$ cat config.mk
export PLATFORM = sky130hd
export DESIGN_NAME = alu_sequencer
export DESIGN_NICKNAME = d
export VERILOG_FILES = /design/src/rtl/alu_sequencer.sv
export SDC_FILE = /design/constraint.sdc
export NUM_CORES = 1
export LEC_CHECK = 0
export CAP_MARGIN = 30
export CORE_MARGIN = 10
export CORE_UTILIZATION = 55
export DETAILED_ROUTE_END_ITERATION = 10
export PLACE_DENSITY_LB_ADDON = 0.08
export SLEW_MARGIN = 5
export SYNTH_ARGS = -nofsm -noshare
export SYNTH_HDL_FRONTEND = slang
export SYNTH_SLANG_ARGS = --single-unit
$ cat constraint.sdc
create_clock -name CLOCK -period 4.4 [get_ports CLOCK]
set_input_delay 0.66 -clock CLOCK [delete_from_list [all_inputs] [get_ports CLOCK]]
set_output_delay 0.66 -clock CLOCK [all_outputs]
set_load 0.005 [all_outputs]
$ cat src/rtl/alu_sequencer.sv
// alu_sequencer: multi-cycle arithmetic controller with a START/BUSY/DONE handshake.
// Accepts one operation at a time on two N-bit operands packed as NUMBER = {A, B}.
// Add and subtract complete after one EXEC cycle. Multiply (shift-add) and divide
// (restoring) run N EXEC cycles. Divide by zero flags DIV_ERR after one EXEC cycle.
// The RW-bit result keeps the ARITHMETIC result-bus format.
//
// Ports:
//   CLOCK    in   rising-edge system clock
//   RESET    in   synchronous, active-high reset; aborts any operation in flight
//   START    in   request, sampled only in IDLE
//   NUMBER   in   {A, B} operands, captured on accept
//   OP       in   00 add, 01 subtract, 10 multiply, 11 divide; captured on accept
//   BUSY     out  high whenever the sequencer is not idle
//   DONE     out  one-cycle pulse when F / DIV_ERR are newly valid
//   F        out  result, held until the next result is loaded
//   DIV_ERR  out  divide-by-zero flag, valid with DONE and held with F
module alu_sequencer #(
  parameter int unsigned N  = 4,
  parameter int unsigned RW = 10
) (
  input  logic           CLOCK,
  input  logic           RESET,
  input  logic           START,
  input  logic [2*N-1:0] NUMBER,
  input  logic [1:0]     OP,
  output logic           BUSY,
  output logic           DONE,
  output logic [RW-1:0]  F,
  output logic           DIV_ERR
);

  localparam int unsigned   CW       = (N > 1) ? $clog2(N) : 1;
  localparam logic [CW-1:0] LastIter = CW'(N - 1);

  localparam logic [1:0] OpAdd = 2'b00;
  localparam logic [1:0] OpSub = 2'b01;
  localparam logic [1:0] OpMul = 2'b10;
  localparam logic [1:0] OpDiv = 2'b11;

  typedef enum logic [1:0] {
    StIdle = 2'b00,
    StExec = 2'b01,
    StDone = 2'b10
  } state_e;

  state_e          state_q, state_d;
  logic [N-1:0]    a_q, a_d;
  logic [N-1:0]    b_q, b_d;
  logic [1:0]      op_q, op_d;
  logic [CW-1:0]   cnt_q, cnt_d;
  logic [2*N-1:0]  acc_q, acc_d;
  logic [N:0]      rem_q, rem_d;
  logic [N-1:0]    quo_q, quo_d;
  logic [RW-1:0]   f_q, f_d;
  logic            div_err_q, div_err_d;

  // Datapath helpers, all derived from the latched operands.
  logic [N:0]      sum;
  logic            a_ge_b;
  logic [N-1:0]    diff_mag;
  logic [2*N-1:0]  mul_addend;
  logic [2*N-1:0]  acc_next;
  logic [CW-1:0]   div_idx;
  logic [N+1:0]    shifted;
  logic [N+1:0]    trial;
  logic            trial_ok;
  logic [N:0]      rem_next;
  logic [N-1:0]    quo_next;

  always_comb begin
    sum      = {1'b0, a_q} + {1'b0, b_q};
    a_ge_b   = (a_q >= b_q);
    diff_mag = a_ge_b ? (a_q - b_q) : (b_q - a_q);

    // Multiplier bit cnt_q selects whether A << cnt_q joins the accumulator.
    mul_addend = b_q[cnt_q] ? ({{N{1'b0}}, a_q} << cnt_q) : '0;
    acc_next   = acc_q + mul_addend;

    // Restoring division: bring down dividend bits MSB first; the extra top bit
    // of the trial difference is the sign of the trial subtraction.
    div_idx  = LastIter - cnt_q;
    shifted  = {rem_q, a_q[div_idx]};
    trial    = shifted - {2'b00, b_q};
    trial_ok = ~trial[N+1];
    rem_next = trial_ok ? trial[N:0] : shifted[N:0];
    quo_next = N'({quo_q, trial_ok});
  end

  always_comb begin
    state_d   = state_q;
    a_d       = a_q;
    b_d       = b_q;
    op_d      = op_q;
    cnt_d     = cnt_q;
    acc_d     = acc_q;
    rem_d     = rem_q;
    quo_d     = quo_q;
    f_d       = f_q;
    div_err_d = div_err_q;

    case (state_q)
      StIdle: begin
        if (START) begin
          a_d       = NUMBER[2*N-1:N];
          b_d       = NUMBER[N-1:0];
          op_d      = OP;
          div_err_d = 1'b0;
          cnt_d     = '0;
          acc_d     = '0;
          rem_d     = '0;
          quo_d     = '0;
          state_d   = StExec;
        end
      end

      StExec: begin
        case (op_q)
          OpAdd: begin
            f_d         = '0;
            f_d[N:0]    = sum;
            f_d[RW-1]   = sum[N];
            state_d     = StDone;
          end
          OpSub: begin
            f_d          = '0;
            f_d[N-1:0]   = diff_mag;
            f_d[RW-1]    = ~a_ge_b;
            state_d      = StDone;
          end
          OpMul: begin
            acc_d = acc_next;
            cnt_d = cnt_q + CW'(1);
            if (cnt_q == LastIter) begin
              f_d          = '0;
              f_d[2*N-1:0] = acc_next;
              state_d      = StDone;
            end
          end
          OpDiv: begin
            if (b_q == '0) begin
              f_d       = '0;
              div_err_d = 1'b1;
              state_d   = StDone;
            end else begin
              rem_d = rem_next;
              quo_d = quo_next;
              cnt_d = cnt_q + CW'(1);
              if (cnt_q == LastIter) begin
                f_d          = '0;
                f_d[2*N-1:0] = {rem_next[N-1:0], quo_next};
                state_d      = StDone;
              end
            end
          end
          default: state_d = StDone;
        endcase
      end

      StDone: begin
        state_d = StIdle;
      end

      default: begin
        state_d = StIdle;
      end
    endcase
  end

  always_ff @(posedge CLOCK) begin
    if (RESET) begin
      state_q   <= StIdle;
      a_q       <= '0;
      b_q       <= '0;
      op_q      <= '0;
      cnt_q     <= '0;
      acc_q     <= '0;
      rem_q     <= '0;
      quo_q     <= '0;
      f_q       <= '0;
      div_err_q <= 1'b0;
    end else begin
      state_q   <= state_d;
      a_q       <= a_d;
      b_q       <= b_d;
      op_q      <= op_d;
      cnt_q     <= cnt_d;
      acc_q     <= acc_d;
      rem_q     <= rem_d;
      quo_q     <= quo_d;
      f_q       <= f_d;
      div_err_q <= div_err_d;
    end
  end

  assign BUSY    = (state_q != StIdle);
  assign DONE    = (state_q == StDone);
  assign F       = f_q;
  assign DIV_ERR = div_err_q;

endmodule
# Word-level counts from Yosys, hierarchy flattened
# Index checks and enable logic that the tools add are counted.
[op_classes] n_shift=1 n_reduce_logical=12 n_eq_ne=15 bitwise=2 n_mux=35 add_sub_neg=7 magnitude_cmp=3
[ops] op="$pmux W10 S4" count=1
[ops] op="$mux W10" count=3
[ops] op="$mux W8" count=3
[ops] op="$mux W5" count=4
[ops] op="$pmux W8 S2" count=1
[ops] op="$pmux W2 S2" count=3
[ops] op="$reduce_and A4 Y1" count=3
[ops] op="$mux W2" count=5
[ops] op="$ne A2 B2 Y1 const B" count=5
[ops] op="$pmux W5 S2" count=1
[ops] op="$mux W3" count=3
[ops] op="$add A8 B8 Y8" count=1
[ops] op="$eq A2 B2 Y1 const B" count=4
[ops] op="$shl A4 B2 Y8" count=1
[ops] op="$sub A4 B4 Y4" count=2
[ops] op="$lt A2 B3 Y1 const B" count=2
[ops] op="$ne A3 B3 Y1 const B" count=2
[ops] op="$pmux W2 S3" count=1
[ops] op="$pmux W3 S2" count=1
[ops] op="$reduce_and A3 Y1" count=2
[ops] op="$sub A6 B4 Y6" count=1
[ops] op="$add A4 B4 Y5" count=1
[ops] op="$mux W1" count=5
[ops] op="$bmux W1 S2" count=2
[ops] op="14 further kinds" count=18
[word_totals] regBits=41 wordCells=85 output_inout_bits=13

# Longest topological paths before layout
# Gate-level depths: netlist of run 1.
[logic_depth] depth_word=8 ltp_mapped=12 mapped_depth_nobuf=11

# Worst setup path before layout of run 1
# OpenSTA, ideal clock, no wires.
[synth_path] path_kind="register -> register" start="register cnt_q[0]" end="register f_q[6] (netlist: F[6])" path_stages_with_launch=10 setup_slack_ns=1.800 required_ns=4.278 path_buffers=1 setup_time_ns=0.122 t_arrival_ns=2.478 cell_sequence="dfxtp_1 > clkbuf_1 > mux4_1 > and2_1 > ha_1 > a211oi_1 > o21bai_1 > a21oi_1 > xnor2_1 > a221o_1"
[synth_between] elab_chain_cells=8
[synth_lines] item="start: declaration" line_no="50" text="logic [CW-1:0] cnt_q, cnt_d;"
[synth_lines] item="start signal: assignment" line_no="186" text="cnt_q <= cnt_d;"
[synth_lines] item="$sub A2 B2 Y2" line_no="81" text="div_idx = LastIter - cnt_q;"
[synth_lines] item="$bmux W1 S2" line_no="82" text="shifted = {rem_q, a_q[div_idx]};"
[synth_lines] item="$mux W1 (not written as such)" line_no="82"
[synth_lines] item="$sub A6 B4 Y6" line_no="83" text="trial = shifted - {2'b00, b_q};"
[synth_lines] item="$mux W5" line_no="85" text="rem_next = trial_ok ? trial[N:0] : shifted[N:0];"
[synth_lines] item="$mux W10" line_no="148" text="if (cnt_q == LastIter) begin"
[synth_lines] item="$mux W10" line_no="140" text="if (b_q == '0) begin"
[synth_lines] item="$pmux W10 S4" line_no="117" text="case (op_q)"
[synth_lines] item="end signal: assignment" line_no="179" text="f_q <= '0;"
[synth_lines] item="end signal: assignment" line_no="190" text="f_q <= f_d;"
[synth_lines] item="end: declaration" line_no="54" text="logic [RW-1:0] f_q, f_d;"
# Several ways; a longest one is shown, not always the timed one. The select of a mux whose other input is x is not followed.
# A chain may end at the register's enable or synchronous reset.

# Worst setup path after layout of run 1
[layout_path] start="register cnt_q[0]" end="register f_q[7] (netlist: F[7])"
# Same word-level chain as after synthesis.

==> results.md, run 1 <==
Status:
- The run finished with clean final reports.

Timing:
- The minimum clock period after layout is 3.01 ns.
- The number of pins exceeding their max-slew limit in the final report is 0.
- Setup repair after global routing left no endpoint under its margin.
- The clock arrives with 0.00783 ns of skew.
- At the pin with the least slew margin, the transition time is 0.947 ns.
- Of the available clock period, the critical path in the final layout requires 0.684.
- Setup violations remaining at the end of the flow were counted as 0.
- Measured against its own limit, the worst slew margin works out to 0.366.
- The number of failing hold endpoints at the final stage is 0.
- The maximum operating frequency is 0.332 GHz.
- Adding up every negative setup slack in the final design gives 0 ns.

Power and ir drop:
- The power density of the placed cells is 282 mW/mm2.
- In this run the static leakage power is 1.21 nW.
- The overall power is 898 uW.
- Across the VDD grid, the largest voltage drop is 0.199 mV.

Routing:
- After detailed routing, the number of remaining DRC violations is 0.
- The final layout contains routed wiring with a total length of 7230 um.
- The number of detailed-routing iterations run before antenna repair is 4.
- The detailed-route via count is 2593.
- The number of antenna-violating nets in the routed design is 0.
- In this run, the number of DRC markers left after iteration 0 of detailed routing was 280.
- Using the TritonRoute via totals, the vias-per-cell ratio works out to 5.87.
- After detailed routing, the average wire length per cell comes to 16.4 um.

Setup path:
- The first element of the critical path is cnt_q[0].
- STA classifies the critical path endpoint as a flip-flop.
- The buffer and inverter count on the worst path is 0.
- The largest delay contributor family on the critical path is compound AO/OA/AOI/OAI gates.
- Of all nets on the critical path, the largest fanout is 17.
- The worst setup path is launched from a flip-flop.
- The worst setup path endpoint is F[7].
- Traced cell by cell, the critical path runs through mux4_1, and2_1, ha_1, o21ai_0, o21ai_0, a31oi_1, xnor2_1, nand2_1, a311oi_1.
- The setup path with the least slack is of type flip-flop to flip-flop.
- The critical path's most frequent cell is sky130_fd_sc_hd__o21ai_0.
- The logic depth of the worst register-to-register path is 9.
- In this run the critical register-to-register path is captured at F[7].
- For this run, the slowest stage of the critical path takes 0.67 ns.
- For the worst setup path, the data arrival time is 3.22 ns.
- The standard cell with the maximum stage delay on the critical path is sky130_fd_sc_hd__mux4_1.
- The instance count on the critical path is 9.
- The worst endpoint required time is 4.61 ns.
- The beginning of the worst register-to-register path is cnt_q[0].
- The worst reg-to-reg setup slack is 1.39 ns.

Clock tree:
- The clock drives 40 sinks.
- The clock-pin slew of the registers on the worst-case setup and hold paths is 0.08 ns.
- Clock tree synthesis inserted a total of 5 buffers.
- In this run the deepest clock path goes through 2 buffers.
- The total of hold buffers inserted after clock tree synthesis is 0.
- The later pin in the worst-skew pair is clocked with a latency of 0.30 ns.
- The number of levels the H-tree was split into is 2.
- The number of gates resized after CTS was 0.
- Post-CTS timing repair inserted 0 buffers for setup.
- The CTS root buffer is sky130_fd_sc_hd__clkbuf_8.
- TritonCTS built the clock tree.

Logic synthesis:
- Synthesis produced a netlist with a net count of 400.
- The most used standard cell by instance count after synthesis is sky130_fd_sc_hd__nand2_1.
- The synthesized design contains 40 register bits.
- The commonest cells after synthesis are 51 x sky130_fd_sc_hd__nand2_1, 40 x sky130_fd_sc_hd__dfxtp_1, 40 x sky130_fd_sc_hd__nor2_1.
- Yosys mapped the design onto 56 distinct sky130hd cell types.
- By area the synthesized netlist is led by sky130_fd_sc_hd__dfxtp_1 29%, sky130_fd_sc_hd__ha_1 10%, sky130_fd_sc_hd__nand2_1 6.8%.
- For this run, the register share of the synthesized area comes to 0.285.
- The combined area of all synthesized cells is 0.00281 mm2.
- The count of warnings emitted by yosys is 0.
- The mean instance size in the synthesized netlist is 7.82 um2.
- In the synthesized netlist the dominant register cell turns out to be sky130_fd_sc_hd__dfxtp_1.
- The largest area contributor in the synthesized netlist is sky130_fd_sc_hd__dfxtp_1.
- The share of synthesized area in the top cell type comes to 0.285.
- The number of enable flip-flop cells after synthesis is 0.
- The instance count of the mapped netlist is 359.
- For this run, asynchronously set or reset flops after synthesis account for 0.

GRT:
- The overall global routing resource usage is 0.173.
- The final global-route overflow total is 0.
- The via count of the first global-routing pass is 2544.
- The first global-routing pass estimated 12200 um of wire.
- The number of antenna violations at the first check in global routing came to 0.
- Entering global routing, the biggest net connects 23 pins.

Floorplan:
- The cell row count is 25.
- The initial utilization of the core area, before any placement, comes to 0.579.
- The I/O pin total is 26.
- The standard cell core area is 0.00485 mm2.
- The height of the chip is 91.5 um.
- The die is 91.5 um wide.
- The die covers 0.00837 mm2.

Final layout:
- The number of antenna diodes is 0.
- The fraction of final layout cells with drive strength greater than 1 is 0.0560.
- The final standard cell utilization of the core is 0.658.
- In the final design database the tool counted 415 nets.
- The synthesis-to-layout area growth is 13.5%.

Placement:
- Buffers placed on the I/O ports in this run total 24.
- Summed over all nets, the half-perimeter wirelength after detailed placement is 5360 um.
- The weighted congestion reported at the end of routability-driven placement is 0.921.

Worst hold path:
- The min-delay analysis places its worst path in the category flip-flop to flip-flop.

Run:
- The total of max-cap violations is 0.
==> logic make-up after synthesis <==
kind of cell / after synthesis / synth area share
AND/OR/NAND/NOR: 141 / 0.236
XOR/XNOR: 10 / 0.0312
AO/OA/AOI/OAI: 97 / 0.224
multiplexers: 9 / 0.0392
buffers and inverters: 33 / 0.0454
other: 1 / 0.00134
adder cells (fa/ha/maj): 28 / 0.138
flip-flops: 40 / 0.285
==> cell usage in the layout, fill, tap and decap left out, types with 4 or more instances in the layout <==
cell type                         synthesis  layout
sky130_fd_sc_hd__a31oi_1                  7       7
sky130_fd_sc_hd__clkdlybuf4s50_1          0      24
sky130_fd_sc_hd__xnor2_1                  5       5
sky130_fd_sc_hd__nand2_1                 51      51
sky130_fd_sc_hd__dfxtp_1                 40      40
sky130_fd_sc_hd__o21ai_0                 17      17
sky130_fd_sc_hd__a211oi_1                 4       4
sky130_fd_sc_hd__nor2b_1                  5       5
sky130_fd_sc_hd__a22oi_1                  8       8
sky130_fd_sc_hd__inv_1                   15      15
sky130_fd_sc_hd__xor2_1                   5       5
sky130_fd_sc_hd__a21oi_1                 31      31
sky130_fd_sc_hd__a311oi_1                 4       4
sky130_fd_sc_hd__ha_1                    23      23
sky130_fd_sc_hd__nor2_1                  40      40
sky130_fd_sc_hd__nor3_1                  10      10
sky130_fd_sc_hd__nand3_1                  8       8
sky130_fd_sc_hd__mux2i_1                  5       5
sky130_fd_sc_hd__clkbuf_8                 0       5
sky130_fd_sc_hd__nand2b_1                 5       5
sky130_fd_sc_hd__fa_1                     5       5
==> per-layer routing <==
metal / vias to the layer above / track usage / routed length [um] / part of all wire
met5: - / 0 / 0 / 0
met4: 0 / 0.0483 / 80 / 0.011
met3: 10 / 0.0469 / 562 / 0.078
met2: 95 / 0.278 / 3300 / 0.46
met1: 1188 / 0.222 / 3290 / 0.45
li1: 1300 / - / - / -
==> registers in the layout, indices dropped and copies added (netlist names) <==
| register | count |
|---|---|
| cnt_q | 2 |
| state_q | 2 |
| DIV_ERR | 1 |
| acc_q | 8 |
| rem_q | 5 |
| a_q | 4 |
| b_q | 4 |
| op_q | 2 |
| quo_q | 3 |
| F | 9 |
==> through the flow <==
step | hold slack, ns | instances | setup WS, ns | cell area, um2
3_5_place_dp | 0.447 | 434 | 1.42 | 3080
2_1_floorplan | 0.445 | 359 | 1.80 | 2810
3_3_place_gp | 0.441 | 434 | 1.49 | 3080
4_1_cts | 0.463 | 442 | 1.40 | 3190
6_report | 0.469 | 442 | 1.39 | 3190
5_1_grt | 0.504 | 442 | 1.18 | 3190
==> power breakdown <==
group | total [mW] | internal, mW | switching [mW]
logic | 0.191 | 0.0845 | 0.107
registers | 0.397 | 0.374 | 0.0232
clock network | 0.309 | 0.168 | 0.142
==> cell type report <==
type | instances | area, um2
clock buffers | 5 | 68.8
clock inverters | 3 | 42.5
fillers | 412 | 1660
inverters | 16 | 60.1
multi-input cells | 286 | 1890
flip-flops and latches | 40 | 801
well taps | 67 | 83.8
repair buffers | 25 | 248
==> worst min path at each step <==
stage              from  endpoint  slack, ns  depth (start not counted)
2_1_floorplan  quo_q[0]  quo_q[1]       0.45                          2
6_report           F[9]      F[9]       0.47                          2
3_5_place_dp       F[9]      F[9]       0.45                          2
3_3_place_gp       F[9]      F[9]       0.44                          2
5_1_grt            F[9]      F[9]       0.50                          2
4_1_cts            F[9]      F[9]       0.46                          2
==> tightest hold or removal path: cells and delay by family (launching register included) <==
kind,cells,cell delay (ns)
AO/OA/AOI/OAI,1,0.05
flip-flops,1,0.32
AND/OR/NAND/NOR,1,0.05
(Power assumes the default switching activity.)
==> run 2: changes to the inputs <==
==> constraint.sdc (replaced) <==
create_clock -name CLOCK -period 3 [get_ports CLOCK]
set_input_delay 0.45 -clock CLOCK [delete_from_list [all_inputs] [get_ports CLOCK]]
set_output_delay 0.45 -clock CLOCK [all_outputs]
set_load 0.005 [all_outputs]
==> run 2 against run 1 <==
Compared with the run above: total power rose by 47%; sequential share of layout area fell by 0.83 points; hold slack got worse by 0.010 ns; die area did not move; critical path depth rose by 1; maximum frequency rose by 11%; worst setup slack got worse by 1.1 ns; final cell count rose by 3.6%; non-clock buffer count rose by 16; routed wire length rose by 3.8%; largest power group unchanged.
==> results.md, run 2 (synthesis gave the netlist of run 1 again) <==
Worst hold path:
- The worst hold path belongs to the class flip-flop to flip-flop.

Final layout:
- The final instance area is 0.00331 mm2.
- The number of antenna diodes is 0.
- The register with the most flip-flops in the layout has 9 of them.
- In the layout the commonest cells are 51 x sky130_fd_sc_hd__nand2_1, 40 x sky130_fd_sc_hd__nor2_1, 38 x sky130_fd_sc_hd__dfxtp_1.
- Leaving out filler cells and counting taps, the final layout contains 458.
- The most frequent standard cell in the layout excluding fill and tap cells is sky130_fd_sc_hd__nand2_1.
- Relative to the synthesized area, the layout overhead comes to 17.8%.
- The fraction of final layout cells with drive strength greater than 1 is 0.0972.
- The net count of the finished layout is 431.

Timing:
- The least setup slack across all paths after layout is 0.291 ns.
- Dividing the final minimum period by the clock period gives 0.903.
- The number of failing hold endpoints at the final stage was 0.
- At the pin with the least slew margin, the transition time is 0.687 ns.
- The clock skew is 0.00334 ns.
- In the final timing run, aggregate negative setup slack is 0 ns.
- Setup repair after global routing left no endpoint under its margin.
- The minimum clock period after layout is 2.71 ns.
- The maximum operating frequency is 0.369 GHz.
- The setup violation total in the final timing report is 0.
- The number of pins exceeding their max-slew limit in the final report is 0.
- In this run the tightest slew margin relative to its limit is 0.540.

Routing:
- Summed over all layers, the routed wires come to 7510 um.
- After detailed routing, the number of vias per cell comes to 5.92.
- For this run, design rule violations remaining after detail routing come to 0.
- Dividing the detail-routed wire length by the instance count gives 16.4 um.
- The number of antenna-violating nets in the routed design is 0.
- The detailed-route via count is 2713.
- The violation count after the first detailed-routing iteration is 236.
- The first detailed-routing pass took 5 iterations.

Placement:
- At the placement stage, the worst setup path has a slack of 0.182 ns.
- The placement-stage cell area is 0.00320 mm2.
- The number of instances in the placed design is 450.
- After legalization and detailed placement, the total HPWL measured 5820 um.
- Buffers placed on the I/O ports in this run total 24.
- The weighted congestion reported at the end of routability-driven placement is 0.901.

Power and ir drop:
- The sequential share of power is 0.433.
- The clock power share is 0.327.
- VDD sags by at most 0.351 mV.
- Cell internal power was estimated by the tool at 938 uW.
- The switching share of power is 0.289.
- Summed over all cells, the static leakage comes to 1.29 nW.
- The net switching power figure is 381 uW.
- The power density of the placed cells is 399 mW/mm2.
- Of the total power, combinational logic draws 0.240.

Clock tree:
- The clock tree from TritonCTS is built.
- The worst-case clock buffer depth is 2.
- The clock-pin slew of the registers on the worst-case setup and hold paths is 0.08 ns.
- The number of sinks handled by clock tree synthesis is 40.
- The clock buffer count from CTS is 5.
- The H-tree generated during clock tree synthesis spans 2 levels.
- The tree is rooted in a sky130_fd_sc_hd__clkbuf_8.
- The clock latency on the worst-skew pair is 0.29 ns.
- The total of hold buffers inserted after clock tree synthesis is 0.

Floorplan:
- 26 I/O pins were placed.
- The standard cell core area is 0.00485 mm2.
- For this configuration, the core starts out at a cell density of 0.579.
- The cell row count is 25.
- The floorplan step set the die height to 91.5 um.
- The floorplan die area is 0.00837 mm2.
- The die width is 91.5 um.

Status:
- The run finished with clean final reports.

Setup path:
- In this run the worst path has a maximum fanout of 8.
- The critical path capture point type is a flip-flop.
- The data arrival at the endpoint of the critical path is 2.90 ns.
- By startpoint and endpoint, the worst setup path is classified as flip-flop to flip-flop.
- At the worst endpoint, the required time is 3.19 ns.
- The element type at the critical path start is a flip-flop.

GRT:
- The largest net degree at the start of global routing is 21.
- The first global-routing pass estimated 12400 um of wire.
- The number of antenna violations at the first check in global routing is 0.
- In the global route stage, overall resource usage came out at 0.177.
- The final global-route overflow total is 0.
- The via count of the first global-routing pass is 2627.

Run:
- The total of max-cap violations is 0.
## run 2: what timing repair did
item                                   CTS  global route
gates resized for setup                  0             2
setup buffers                            0             0
setup endpoints to repair                0             1
endpoints found under the hold margin    0             0
## run 2: path summary, 6_finish.rpt
check | from | to | slack [ns] | depth (start not counted)
hold / removal | F[1] | F[1] | 0.46 | 2
setup reg to reg | b_q[0] | F[7] | 0.29 | 10
setup / recovery | b_q[0] | F[7] | 0.29 | 10
hold reg to reg | F[1] | F[1] | 0.46 | 2
## run 2: cell type report
class                   instances  area (um2)
multi-input cells             286        1890
fillers                       442        1540
flip-flops and latches         40         803
repair buffers                 41         368
well taps                      67        83.8
clock buffers                   6        72.6
inverters                      16        60.1
clock inverters                 2        35.0
## run 2: per-layer routing
layer	track usage	share of wire	up-vias
li1	-	-	1340
met1	0.217	0.44	1256
met2	0.306	0.48	105
met3	0.0354	0.069	12
met4	0.0457	0.017	0
met5	0	0	-
## run 2: worst max-delay path: stages, from the launching register on
cell                       delay, ns
sky130_fd_sc_hd__dfxtp_2        0.44
sky130_fd_sc_hd__inv_1          0.10
sky130_fd_sc_hd__or3_1          0.36
sky130_fd_sc_hd__a21oi_1        0.27
sky130_fd_sc_hd__ha_1           0.30
sky130_fd_sc_hd__a211oi_1       0.26
sky130_fd_sc_hd__o21ai_0        0.14
sky130_fd_sc_hd__a31oi_1        0.27
sky130_fd_sc_hd__xnor2_1        0.15
sky130_fd_sc_hd__nand2_1        0.07
sky130_fd_sc_hd__a311oi_1       0.26
## run 2: through the flow
step / hold WS, ns / utilization / power (mW)
2_1_floorplan: 0.445 / - / 0.781
3_5_place_dp: 0.445 / 0.660 / 0.896
6_report: 0.459 / 0.682 / 1.32
3_3_place_gp: 0.440 / 0.660 / 0.890
5_1_grt: 0.495 / 0.682 / 1.39
4_1_cts: 0.464 / 0.682 / 1.32
## run 2: power by group through the flow
stage                     Clock, mW  Sequential, mW  Combinational [mW]
after floorplan                   0           0.578               0.203
after global placement            0           0.582               0.308
after detailed placement          0           0.583               0.313
after CTS                     0.439           0.570               0.315
after global routing          0.463           0.575               0.350
final                         0.431           0.571               0.317
==> run 3: changes to the inputs <==
--- a/config.mk
+++ b/config.mk
@@ -7,9 +7,9 @@
 export LEC_CHECK = 0
 export CAP_MARGIN = 30
 export CORE_MARGIN = 10
-export CORE_UTILIZATION = 55
+export CORE_UTILIZATION = 35
 export DETAILED_ROUTE_END_ITERATION = 10
-export PLACE_DENSITY_LB_ADDON = 0.08
+export PLACE_DENSITY = 0.54
 export SLEW_MARGIN = 5
 export SYNTH_ARGS = -nofsm -noshare
 export SYNTH_HDL_FRONTEND = slang
==> run 3 against run 2 <==
Compared with the run above: flip-flop and latch count did not move; total power fell by 2.5%; critical path depth did not move; die area rose by 44%; final cell count rose by 7.6%.
==> results.md, run 3 (synthesis gave the netlist of run 1 again) <==
Run:
- Across the run, the number of max-cap violations was 0.

Final layout:
- The final non-filler cell total is 493.
- The net count of the finished layout is 432.
- The library cells used most frequently in the layout, excluding fill and tap cells, are 51 x sky130_fd_sc_hd__nand2_1, 40 x sky130_fd_sc_hd__nor2_1, 39 x sky130_fd_sc_hd__dfxtp_1.
- Measured on the finished design, the core utilization comes to 0.431.
- The synthesis-to-layout area growth is 19.2%.
- The number of antenna diodes is 0.
- The library cell used most frequently in the layout, excluding fill and tap cells, is sky130_fd_sc_hd__nand2_1.
- Of the cells placed in the final design, the portion with a size suffix greater than 1 is 0.0972.
- The number of flip-flops under the largest register name is 9.
- The finished cells cover 0.00335 mm2.

Setup path:
- The worst endpoint required time is 3.20 ns.
- For the worst setup path, the data arrival time is 2.95 ns.
- The critical path capture point type is a flip-flop.
- The element type at the critical path start is a flip-flop.
- Of all nets on the critical path, the largest fanout is 16.
- The critical path in this run is classified as flip-flop to flip-flop.

Routing:
- In the final routed layout, each cell accounts on average for 15.9 um.
- The detail route stage leaves a number of antenna-violating nets equal to 0.
- The number of detailed-routing iterations run before antenna repair is 4.
- Summed over all layers, the routed wires come to 7850 um.
- In the routed layout, each cell is associated on average with a via count of 5.35.
- The DRC violations left is 0.
- The first routing iteration left 180 violations.
- Summing over every cut layer, the via total after detailed routing is 2640.

Floorplan:
- The die covers 0.0120 mm2.
- After floorplanning, the core was divided into 32 placement rows.
- For this design the top-level I/O count stands at 26.
- The height of the chip is 110 um.
- The floorplan step defined a core boundary enclosing 0.00777 mm2.
- The starting utilization of the core area is 0.362.
- The die is 110 um wide.

Timing:
- The number of pins exceeding their max-slew limit in the final report was 0.
- Setup repair after global routing left no endpoint under its margin.
- The smallest clock period supported by the final layout is computed as 2.75 ns.
- The least setup slack across all paths after layout is 0.252 ns.
- The maximum operating frequency is 0.364 GHz.
- The clock skew is 0.00311 ns.
- Across all hold checks on the routed design, the worst slack comes to 0.454 ns.
- The number of failing hold endpoints at the final stage is 0.
- The setup violation total in the final timing report is 0.
- Measured against its own limit, the worst slew margin works out to 0.514.
- The transition time at the pin with the least slew margin is 0.726 ns.
- In the final timing run, aggregate negative setup slack is 0 ns.
- The final worst-path cycle share is 0.916.

Clock tree:
- The clock buffer count from CTS is 5.
- Once the clock tree was built, the setup fixing pass inserted 0 buffers.
- The number of hold buffers added after CTS was 0.
- CTS placed an instance of sky130_fd_sc_hd__clkbuf_8 at the clock tree root.
- The number of levels the H-tree was split into is 2.
- The longest clock path from root to sink contains 2 buffers.
- The clock tree from TritonCTS is built.
- In this run, post-CTS repair resized a total of 0 instances.
- The clock latency on the worst-skew pair is 0.29 ns.
- Clock-pin slew was measured on the worst setup and hold paths at 0.08 ns.
- Clock tree synthesis found a total of 40 sinks.

Placement:
- The weighted congestion reported at the end of routability-driven placement is 0.849.
- The post-DP HPWL is 6130 um.
- Before CTS, the worst setup slack after placement is 0.147 ns.
- The placement-stage cell area is 0.00325 mm2.
- The number of instances in the placed design is 486.
- Port buffering added 24 buffers.

Power and ir drop:
- For this design the static power due to leakage is 1.29 nW.
- The overall power is 1.29 mW.
- Across the VDD grid, the largest voltage drop is 0.164 mV.
- The power density of the placed cells is 384 mW/mm2.

GRT:
- The number of antenna violations at the first check in global routing was 0.
- The via count of the first global-routing pass is 2531.
- The overall global routing resource usage is 0.135.
- The global-route wire length before repair is 12900 um.
- Entering global routing, the biggest net connects 19 pins.
- The final global-route overflow total is 0.

Status:
- The flow ran to the end, and the final reports show no timing, DRC or antenna violations.

Worst hold path:
- The min-delay analysis places its worst path in the category flip-flop to flip-flop.
-- run 3: final timing paths --
check                               from   end  slack (ns)  depth (start not counted)
worst min register to register      F[1]  F[1]        0.45                          2
worst min-delay path                F[1]  F[1]        0.45                          2
worst max-delay path            cnt_q[0]  F[5]        0.25                         10
worst max register to register  cnt_q[0]  F[5]        0.25                         10
-- run 3: critical path: stages (launching register included) --
cell and delay, ns:
sky130_fd_sc_hd__dfxtp_1 0.32, sky130_fd_sc_hd__buf_4 0.18, sky130_fd_sc_hd__or3_1 0.37, sky130_fd_sc_hd__a21oi_1 0.33, sky130_fd_sc_hd__ha_1 0.32, sky130_fd_sc_hd__a211oi_1 0.26
sky130_fd_sc_hd__o21bai_1 0.12, sky130_fd_sc_hd__a21oi_1 0.19, sky130_fd_sc_hd__xnor2_1 0.18, sky130_fd_sc_hd__nand2_1 0.12, sky130_fd_sc_hd__a311oi_1 0.27
-- run 3: power by group --
part	leakage [nW]	total, mW	switching, mW	internal (mW)
Sequential	0.325	0.567	0.0179	0.549
Combinational	0.918	0.329	0.184	0.145
Clock	0.0503	0.391	0.186	0.205
Total	1.29	1.29	0.388	0.899
-- run 3: routing by layer --
layer  GRT usage  wire (um)  vias to the layer above
met3      0.0293        413                       11
met2       0.206       3420                       75
met4      0.0418        137                        0
met1       0.186       3880                     1211
met5           0          0                        -
li1            -          -                     1343
-- run 3: final cells by class --
type,count,area [um2]
repair buffers,42,375
flip-flops and latches,40,802
fillers,809,4420
inverters,16,60.1
multi-input cells,286,1890
clock buffers,7,96.3
well taps,102,128
